`src/rtl/lsq_unit.sv`:
```
`default_nettype none
// ============================================================================
// Module   : lsq_unit
// Brief    : Load/store queue and memory-access stage. Keeps in-flight memory
//            ops in program order, forwards store data to younger loads,
//            issues one outstanding cache read and writes stores at commit.
// Revision : 1.0 - initial release
// ============================================================================
module lsq_unit #(
    parameter int DEPTH  = 8,
    parameter int ADDR_W = 32,
    parameter int DATA_W = 32,
    parameter int TAG_W  = 6
) (
    input  logic                   clk,
    input  logic                   reset,
    input  logic                   alloc_valid,
    input  logic                   alloc_is_store,
    input  logic [TAG_W-1:0]       alloc_tag,
    output logic                   alloc_ready,
    input  logic                   exec_valid,
    input  logic [TAG_W-1:0]       exec_tag,
    input  logic [ADDR_W-1:0]      exec_address,
    input  logic [DATA_W-1:0]      exec_data,
    input  logic                   commit_valid,
    output logic                   commit_ready,
    output logic                   ld_result_valid,
    output logic [TAG_W-1:0]       ld_result_tag,
    output logic [DATA_W-1:0]      ld_result_data,
    output logic                   mem_req_valid,
    output logic                   mem_req_write,
    output logic [ADDR_W-1:0]      mem_req_address,
    output logic [DATA_W-1:0]      mem_req_wdata,
    input  logic                   mem_busy,
    input  logic                   mem_resp_valid,
    input  logic [DATA_W-1:0]      mem_resp_data,
    output logic [$clog2(DEPTH):0] count,
    output logic                   empty
);

    localparam int C_PTR_W = $clog2(DEPTH);
    localparam int C_CNT_W = C_PTR_W + 1;
    localparam logic [C_CNT_W-1:0] C_FULL = C_CNT_W'(DEPTH);

    // Per-entry state; the control bits are reset, the payload is not.
    logic [DEPTH-1:0]  r_valid;
    logic [DEPTH-1:0]  r_is_store;
    logic [DEPTH-1:0]  r_addr_ok;
    logic [DEPTH-1:0]  r_data_ok;
    logic [DEPTH-1:0]  r_issued;
    logic [DEPTH-1:0]  r_done;
    logic [TAG_W-1:0]  r_tag  [DEPTH];
    logic [ADDR_W-1:0] r_addr [DEPTH];
    logic [DATA_W-1:0] r_data [DEPTH];

    logic [C_PTR_W-1:0] r_head;
    logic [C_PTR_W-1:0] r_tail;
    logic [C_CNT_W-1:0] r_count;
    logic               r_rd_out;
    logic [C_PTR_W-1:0] r_rd_idx;
    logic               r_ld_valid;
    logic [TAG_W-1:0]   r_ld_tag;
    logic [DATA_W-1:0]  r_ld_data;

    logic [DEPTH-1:0]   w_exec_hit;
    logic               w_sel_found;
    logic [C_PTR_W-1:0] w_sel_idx;
    logic [C_CNT_W-1:0] w_sel_off;
    logic               w_older_unknown;
    logic               w_match;
    logic               w_match_ok;
    logic [DATA_W-1:0]  w_match_data;
    logic               w_resp_fire;
    logic               w_head_store_ok;
    logic               w_st_req;
    logic               w_ld_go;
    logic               w_fwd;
    logic               w_rd_req;
    logic               w_rd_accept;
    logic               w_commit;
    logic               w_alloc;

    // Physical slot that sits a given number of entries after the head.
    function automatic logic [C_PTR_W-1:0] f_slot(input logic [C_PTR_W-1:0] base, input int off);
        return base + C_PTR_W'(off);
    endfunction

    // Tag CAM: exec updates only a live entry carrying the same tag.
    for (genvar g = 0; g < DEPTH; g++) begin : g_cam
        assign w_exec_hit[g] = exec_valid && r_valid[g] && (r_tag[g] == exec_tag);
    end

    // Pick the oldest ready load, then scan the older stores for hazards and forwarding.
    always_comb begin
        w_sel_found     = 1'b0;
        w_sel_idx       = '0;
        w_sel_off       = '0;
        w_older_unknown = 1'b0;
        w_match         = 1'b0;
        w_match_ok      = 1'b0;
        w_match_data    = '0;
        for (int i = 0; i < DEPTH; i++) begin
            if (!w_sel_found && r_valid[f_slot(r_head, i)] && !r_is_store[f_slot(r_head, i)] &&
                r_addr_ok[f_slot(r_head, i)] && !r_done[f_slot(r_head, i)] &&
                !r_issued[f_slot(r_head, i)]) begin
                w_sel_found = 1'b1;
                w_sel_idx   = f_slot(r_head, i);
                w_sel_off   = C_CNT_W'(i);
            end
        end
        // Walking oldest to youngest lets the last hit be the youngest older store.
        for (int i = 0; i < DEPTH; i++) begin
            if (w_sel_found && (C_CNT_W'(i) < w_sel_off) && r_valid[f_slot(r_head, i)] &&
                r_is_store[f_slot(r_head, i)]) begin
                if (!r_addr_ok[f_slot(r_head, i)]) begin
                    w_older_unknown = 1'b1;
                end else if (r_addr[f_slot(r_head, i)] == r_addr[w_sel_idx]) begin
                    w_match      = 1'b1;
                    w_match_ok   = r_data_ok[f_slot(r_head, i)];
                    w_match_data = r_data[f_slot(r_head, i)];
                end
            end
        end
    end

    // A returning read wins the result register; a same-cycle forward retries next cycle.
    assign w_resp_fire     = mem_resp_valid && r_rd_out;
    assign w_head_store_ok = r_valid[r_head] && r_is_store[r_head] &&
                             r_addr_ok[r_head] && r_data_ok[r_head];
    assign w_st_req        = commit_valid && w_head_store_ok;
    assign w_ld_go         = w_sel_found && !w_older_unknown;
    assign w_fwd           = w_ld_go && w_match && w_match_ok && !w_resp_fire;
    assign w_rd_req        = w_ld_go && !w_match && !r_rd_out && !w_st_req;
    assign w_rd_accept     = w_rd_req && !mem_busy;

    assign commit_ready = r_valid[r_head] &&
                          (r_is_store[r_head] ? (r_addr_ok[r_head] && r_data_ok[r_head] && !mem_busy)
                                              : r_done[r_head]);
    assign w_commit     = commit_valid && commit_ready;
    assign alloc_ready  = (r_count != C_FULL);
    assign w_alloc      = alloc_valid && alloc_ready;

    assign mem_req_valid   = w_st_req || w_rd_req;
    assign mem_req_write   = w_st_req;
    assign mem_req_address = w_st_req ? r_addr[r_head] : (w_rd_req ? r_addr[w_sel_idx] : '0);
    assign mem_req_wdata   = w_st_req ? r_data[r_head] : '0;

    assign ld_result_valid = r_ld_valid;
    assign ld_result_tag   = r_ld_tag;
    assign ld_result_data  = r_ld_data;
    assign count           = r_count;
    assign empty           = (r_count == '0);

    // Queue pointers, occupancy, the outstanding-read tracker and the result register.
    always_ff @(posedge clk or posedge reset) begin
        if (reset) begin
            r_head     <= '0;
            r_tail     <= '0;
            r_count    <= '0;
            r_rd_out   <= 1'b0;
            r_rd_idx   <= '0;
            r_ld_valid <= 1'b0;
            r_ld_tag   <= '0;
            r_ld_data  <= '0;
        end else begin
            if (w_alloc) begin
                r_tail <= r_tail + C_PTR_W'(1);
            end
            if (w_commit) begin
                r_head <= r_head + C_PTR_W'(1);
            end
            case ({w_alloc, w_commit})
                2'b10:   r_count <= r_count + C_CNT_W'(1);
                2'b01:   r_count <= r_count - C_CNT_W'(1);
                default: r_count <= r_count;
            endcase

            r_ld_valid <= 1'b0;
            if (w_resp_fire) begin
                r_ld_valid <= 1'b1;
                r_ld_tag   <= r_tag[r_rd_idx];
                r_ld_data  <= mem_resp_data;
                r_rd_out   <= 1'b0;
            end else if (w_fwd) begin
                r_ld_valid <= 1'b1;
                r_ld_tag   <= r_tag[w_sel_idx];
                r_ld_data  <= w_match_data;
            end

            if (w_rd_accept) begin
                r_rd_out <= 1'b1;
                r_rd_idx <= w_sel_idx;
            end
        end
    end

    // Entry status bits: allocate, exec update, issue, completion and retire.
    always_ff @(posedge clk or posedge reset) begin
        if (reset) begin
            r_valid    <= '0;
            r_is_store <= '0;
            r_addr_ok  <= '0;
            r_data_ok  <= '0;
            r_issued   <= '0;
            r_done     <= '0;
        end else begin
            for (int i = 0; i < DEPTH; i++) begin
                if (w_commit && (C_PTR_W'(i) == r_head)) begin
                    r_valid[i] <= 1'b0;
                end
                if (w_alloc && (C_PTR_W'(i) == r_tail)) begin
                    r_valid[i]    <= 1'b1;
                    r_is_store[i] <= alloc_is_store;
                    r_addr_ok[i]  <= 1'b0;
                    r_data_ok[i]  <= 1'b0;
                    r_issued[i]   <= 1'b0;
                    r_done[i]     <= 1'b0;
                end
                if (w_exec_hit[i]) begin
                    r_addr_ok[i] <= 1'b1;
                    if (r_is_store[i]) begin
                        r_data_ok[i] <= 1'b1;
                    end
                end
                if (w_rd_accept && (C_PTR_W'(i) == w_sel_idx)) begin
                    r_issued[i] <= 1'b1;
                end
                if ((w_resp_fire && (C_PTR_W'(i) == r_rd_idx)) ||
                    (w_fwd && (C_PTR_W'(i) == w_sel_idx))) begin
                    r_done[i] <= 1'b1;
                end
            end
        end
    end

    // Entry payload: tag at allocation, address and store data at exec.
    always_ff @(posedge clk) begin
        for (int i = 0; i < DEPTH; i++) begin
            if (w_alloc && (C_PTR_W'(i) == r_tail)) begin
                r_tag[i] <= alloc_tag;
            end
            if (w_exec_hit[i]) begin
                r_addr[i] <= exec_address;
                if (r_is_store[i]) begin
                    r_data[i] <= exec_data;
                end
            end
        end
    end

endmodule
`default_nettype wire

```
`config.mk`:
```
export PLATFORM = sky130hd
export DESIGN_NAME = lsq_unit
export DESIGN_NICKNAME = d
export VERILOG_FILES = /design/src/rtl/lsq_unit.sv
export SDC_FILE = /design/constraint.sdc
export NUM_CORES = 2
export LEC_CHECK = 0
export CORE_MARGIN = 2
export CORE_UTILIZATION = 60
export CTS_BUF_LIST = sky130_fd_sc_hd__clkbuf_8
export CTS_CLUSTER_SIZE = 30
export DETAILED_ROUTE_END_ITERATION = 10
export PLACE_DENSITY = 0.79
export SYNTH_ARGS = -nofsm -noshare
export SYNTH_HDL_FRONTEND = slang
export SYNTH_SLANG_ARGS = --single-unit
```
`constraint.sdc`:
```
create_clock -name clk -period 38.4 [get_ports clk]
set_input_delay 7.68 -clock clk [delete_from_list [all_inputs] [get_ports clk]]
set_output_delay 7.68 -clock clk [all_outputs]
set_load 0.02 [all_outputs]
```
==> results.md <==
* Status: finished, final reports clean
* Worst Tran Pin Value at between 1 and 1.5 ns
* Most frequent cell after synthesis: mux4_2
* Post-layout min period at 20.00 ns
* Area leader, netlist: edfxtp_1
* Synthesized flop and latch total at 661
* CP cell instances: inv_1 > ha_4 > buf_4 > inv_4 > mux4_2 > a31oi_1 > o21a_1 > nand4_1 > a32oi_4 > buf_4 > buf_4 > mux2i_1 > mux2i_1 > mux2_2 > xnor2_1 > nor4b_1 > nand4_1 > nor2_4 > buf_4 > and3b_1 > nand4b_2 > buf_4 > o22ai_1 > clkdlybuf4s50_1
* Total CTS buffers at about 110
* Rows at 110
* Global-route wire length before repair at 305,000 um
* # Max-Cap Violations at 0
* Arrival time at the worst endpoint at 12.32 ns
* Clock tree buffer depth at 3
* Core area at 0.0896 sq mm
* Input/output buffers at 227
* Stages on the worst setup path at 24
* Post-synth EDFFs at 560
* 1st-iter DRT viols at between 8,000 and 9,000
* CTS root buf: clkbuf_8
* Syn nets at between 4,000 and 5,000
* Main synth FF type: edfxtp_1
* CP required at 30.72 ns
* Critical path startpoint category: flop
* Drt total wl at about 210,000 um
* CP peak stage delay at ~0.9 ns
* R2R Setup Slk at ~26 ns
* Netlist Area Pre-Place at ~0.054 sq mm
* Sinks on the clock net at around 660
* Hold Crit Depth at 1
* CTS tree: yes
* Grt total ovfl at 0
* Clock transition at the registers of the reported paths at about 0.060 ns
* CP max FO at 66
* Syn-to-layout area delta at 9.62%
* RR Startpoint: r_head[1]
* Ratio of cells with drive above 1 in the final layout at a little over a fifth
* Routed Antenna Nets at 0
* Synth area leaders: edfxtp_1, mux4_2, mux2i_1, dfrtp_1, nand2_1
* IO Count at around 230
* WP buf/inv at 8
* Initial antenna violation count at 18
* Hold buffers post-CTS at 0
* Skew final at around 0.036 ns
* Worst reg2reg path depth at 25
* Hold Path End: count[3]
* DR WL/cell at 37.1 um
* Vias in the first global route at approximately 43,000
* Type of the worst setup path: reg -> out
* Crit path capture type: primary output
* Commonest cells in the netlist: mux4_2, mux2i_1, edfxtp_1, nand2_1, clkbuf_1
* Worst hold path type: reg -> reg
* Post_cts resized at 0
* Final setup viols at 0
* Unrepaired setup endpoints after global routing: false
* Setup TNS at 0 ns
* Final hold vios at 0
* Register area share after synthesis at between 30% and 40%
* Pre-antenna DRT Iters at 8
* Share of the synthesized area in the top cell type at between 30% and 40%
* Initial Utilization at 60.3%
* Fmax at between 50 and 60 MHz
* Post-synth cell types at ~110
* Max Slew Vio Count at 0
* Die X at around 300 um
* Slew headroom at ~14%
* Syn avg cell area at ~12 sq um
* DRC violations left at 0
* Post-DP HPWL at between 100,000 and 150,000 um
* Final #Nets at between 4,000 and 5,000
* Cells after synthesis at between 4,000 and 5,000
* Vias at between 40,000 and 50,000
* Vias per cell at roughly 8
* GRT Util Overall at a little under half
* Hold Path Origin: count[3]
* Clk_lat worst skew at around 0.82 ns
* Reg2reg end: ld_result_tag[1]
* Area of the die at slightly above 0.09 sq mm
* Post-synth ARST share at 15.3%
* CP most frequent cell: buf_4
* H-Tree Depth at 3
* Largest net degree at the start of global routing at approximately 130
* GPL Wtd Cong at 1.09
* Overall die height at a little over 300 um
* Synth Warn # at 0
* Slowest-stage cell, CP: dfrtp_4
* FF/Latch Area at about 0.019 sq mm
* Final period util at between 50% and 60%
* Crit path max-delay family: buffers and inverters
* Layout fillers at approximately 6,400
* Setup Fix Bufs, Post-CTS at 0
* Area of the multi-input gates at approximately 0.033 sq mm
cell usage in the layout, fill, tap and decap left out, types with 56 or more instances in the layout:
master and count:
a211oi_1 56, and2_1 58, buf_4 97, clkbuf_8 112, clkdlybuf4s50_1 227, dfrtp_1 98
edfxtp_1 560, inv_1 104, mux2i_1 562, mux4_2 593, nand2_1 470, nand4_1 70
nor2_1 169, nor4_1 66, o21ai_0 62, o22ai_1 83, xnor2_1 141, xor2_1 73
metrics by stage:
stage | instance area [sq um] | setup slack (ns) | util (%) | hold slack, ns | cells
4_1_cts | 59100 | 18.69 | 66.0 | 0.529 | 5699
6_report | 59200 | 18.40 | 66.1 | 0.526 | 5715
3_3_place_gp | 57000 | 19.79 | 63.7 | 0.513 | 5501
3_5_place_dp | 57000 | 19.53 | 63.7 | 0.507 | 5501
5_1_grt | 59200 | 17.92 | 66.0 | 0.572 | 5711
2_1_floorplan | 54000 | 20.33 | - | 0.478 | 4386
routing by layer:
metal	track usage, %	vias to the layer above	wire length, um
li1	-	17900	-
met1	62.4	22500	75500
met2	67.0	4258	92800
met3	13.1	769	30500
met4	21.2	8	12800
met5	0.413	-	95
state kept, by name, indices dropped and copies added, names as in the netlist:
signal / cells
r_data: 256
r_rd_idx: 3
r_valid: 8
r_done: 8
r_addr_ok: 8
r_rd_out: 1
r_addr: 256
r_issued: 8
ld_result_data: 32
ld_result_valid: 1
r_data_ok: 8
r_head: 3
ld_result_tag: 6
r_tail: 3
r_tag: 48
count: 4
r_is_store: 8
layout make-up:
cell class	count	area share [%]
Tap cell	1176	2.49
Clock inverter	86	0.954
Multi-Input combinational cell	3259	55.5
Sequential cell	661	32.7
Timing Repair Buffer	328	5.21
Antenna cell	16	0.0677
Clock buffer	112	2.60
Inverter	77	0.516
cell families (layout without fill, tap and decap cells):
group	Yosys count	count (layout)	synth area share [%]
buffers and inverters	466	603	3.85
multiplexers	1210	1210	36.3
AO/OA/AOI/OAI	635	635	9.11
XOR/XNOR	218	218	3.55
AND/OR/NAND/NOR	1179	1179	10.9
flip-flops	661	661	35.8
other	0	16	0
adder cells (fa/ha/maj)	17	17	0.408
worst max path at each step:
stage,from,end,slack [ns]
2_1_floorplan,r_head[0],mem_req_address[10],20.33
3_3_place_gp,r_head[0],mem_req_address[23],19.79
3_5_place_dp,r_head[0],mem_req_address[15],19.53
4_1_cts,r_head[0],mem_req_address[15],18.69
5_1_grt,r_head[0],mem_req_address[24],17.92
6_report,r_head[1],mem_req_address[15],18.40
Power is not shown: default switching activity piles up to over one toggle a cycle in this logic, so the estimate is an artifact.
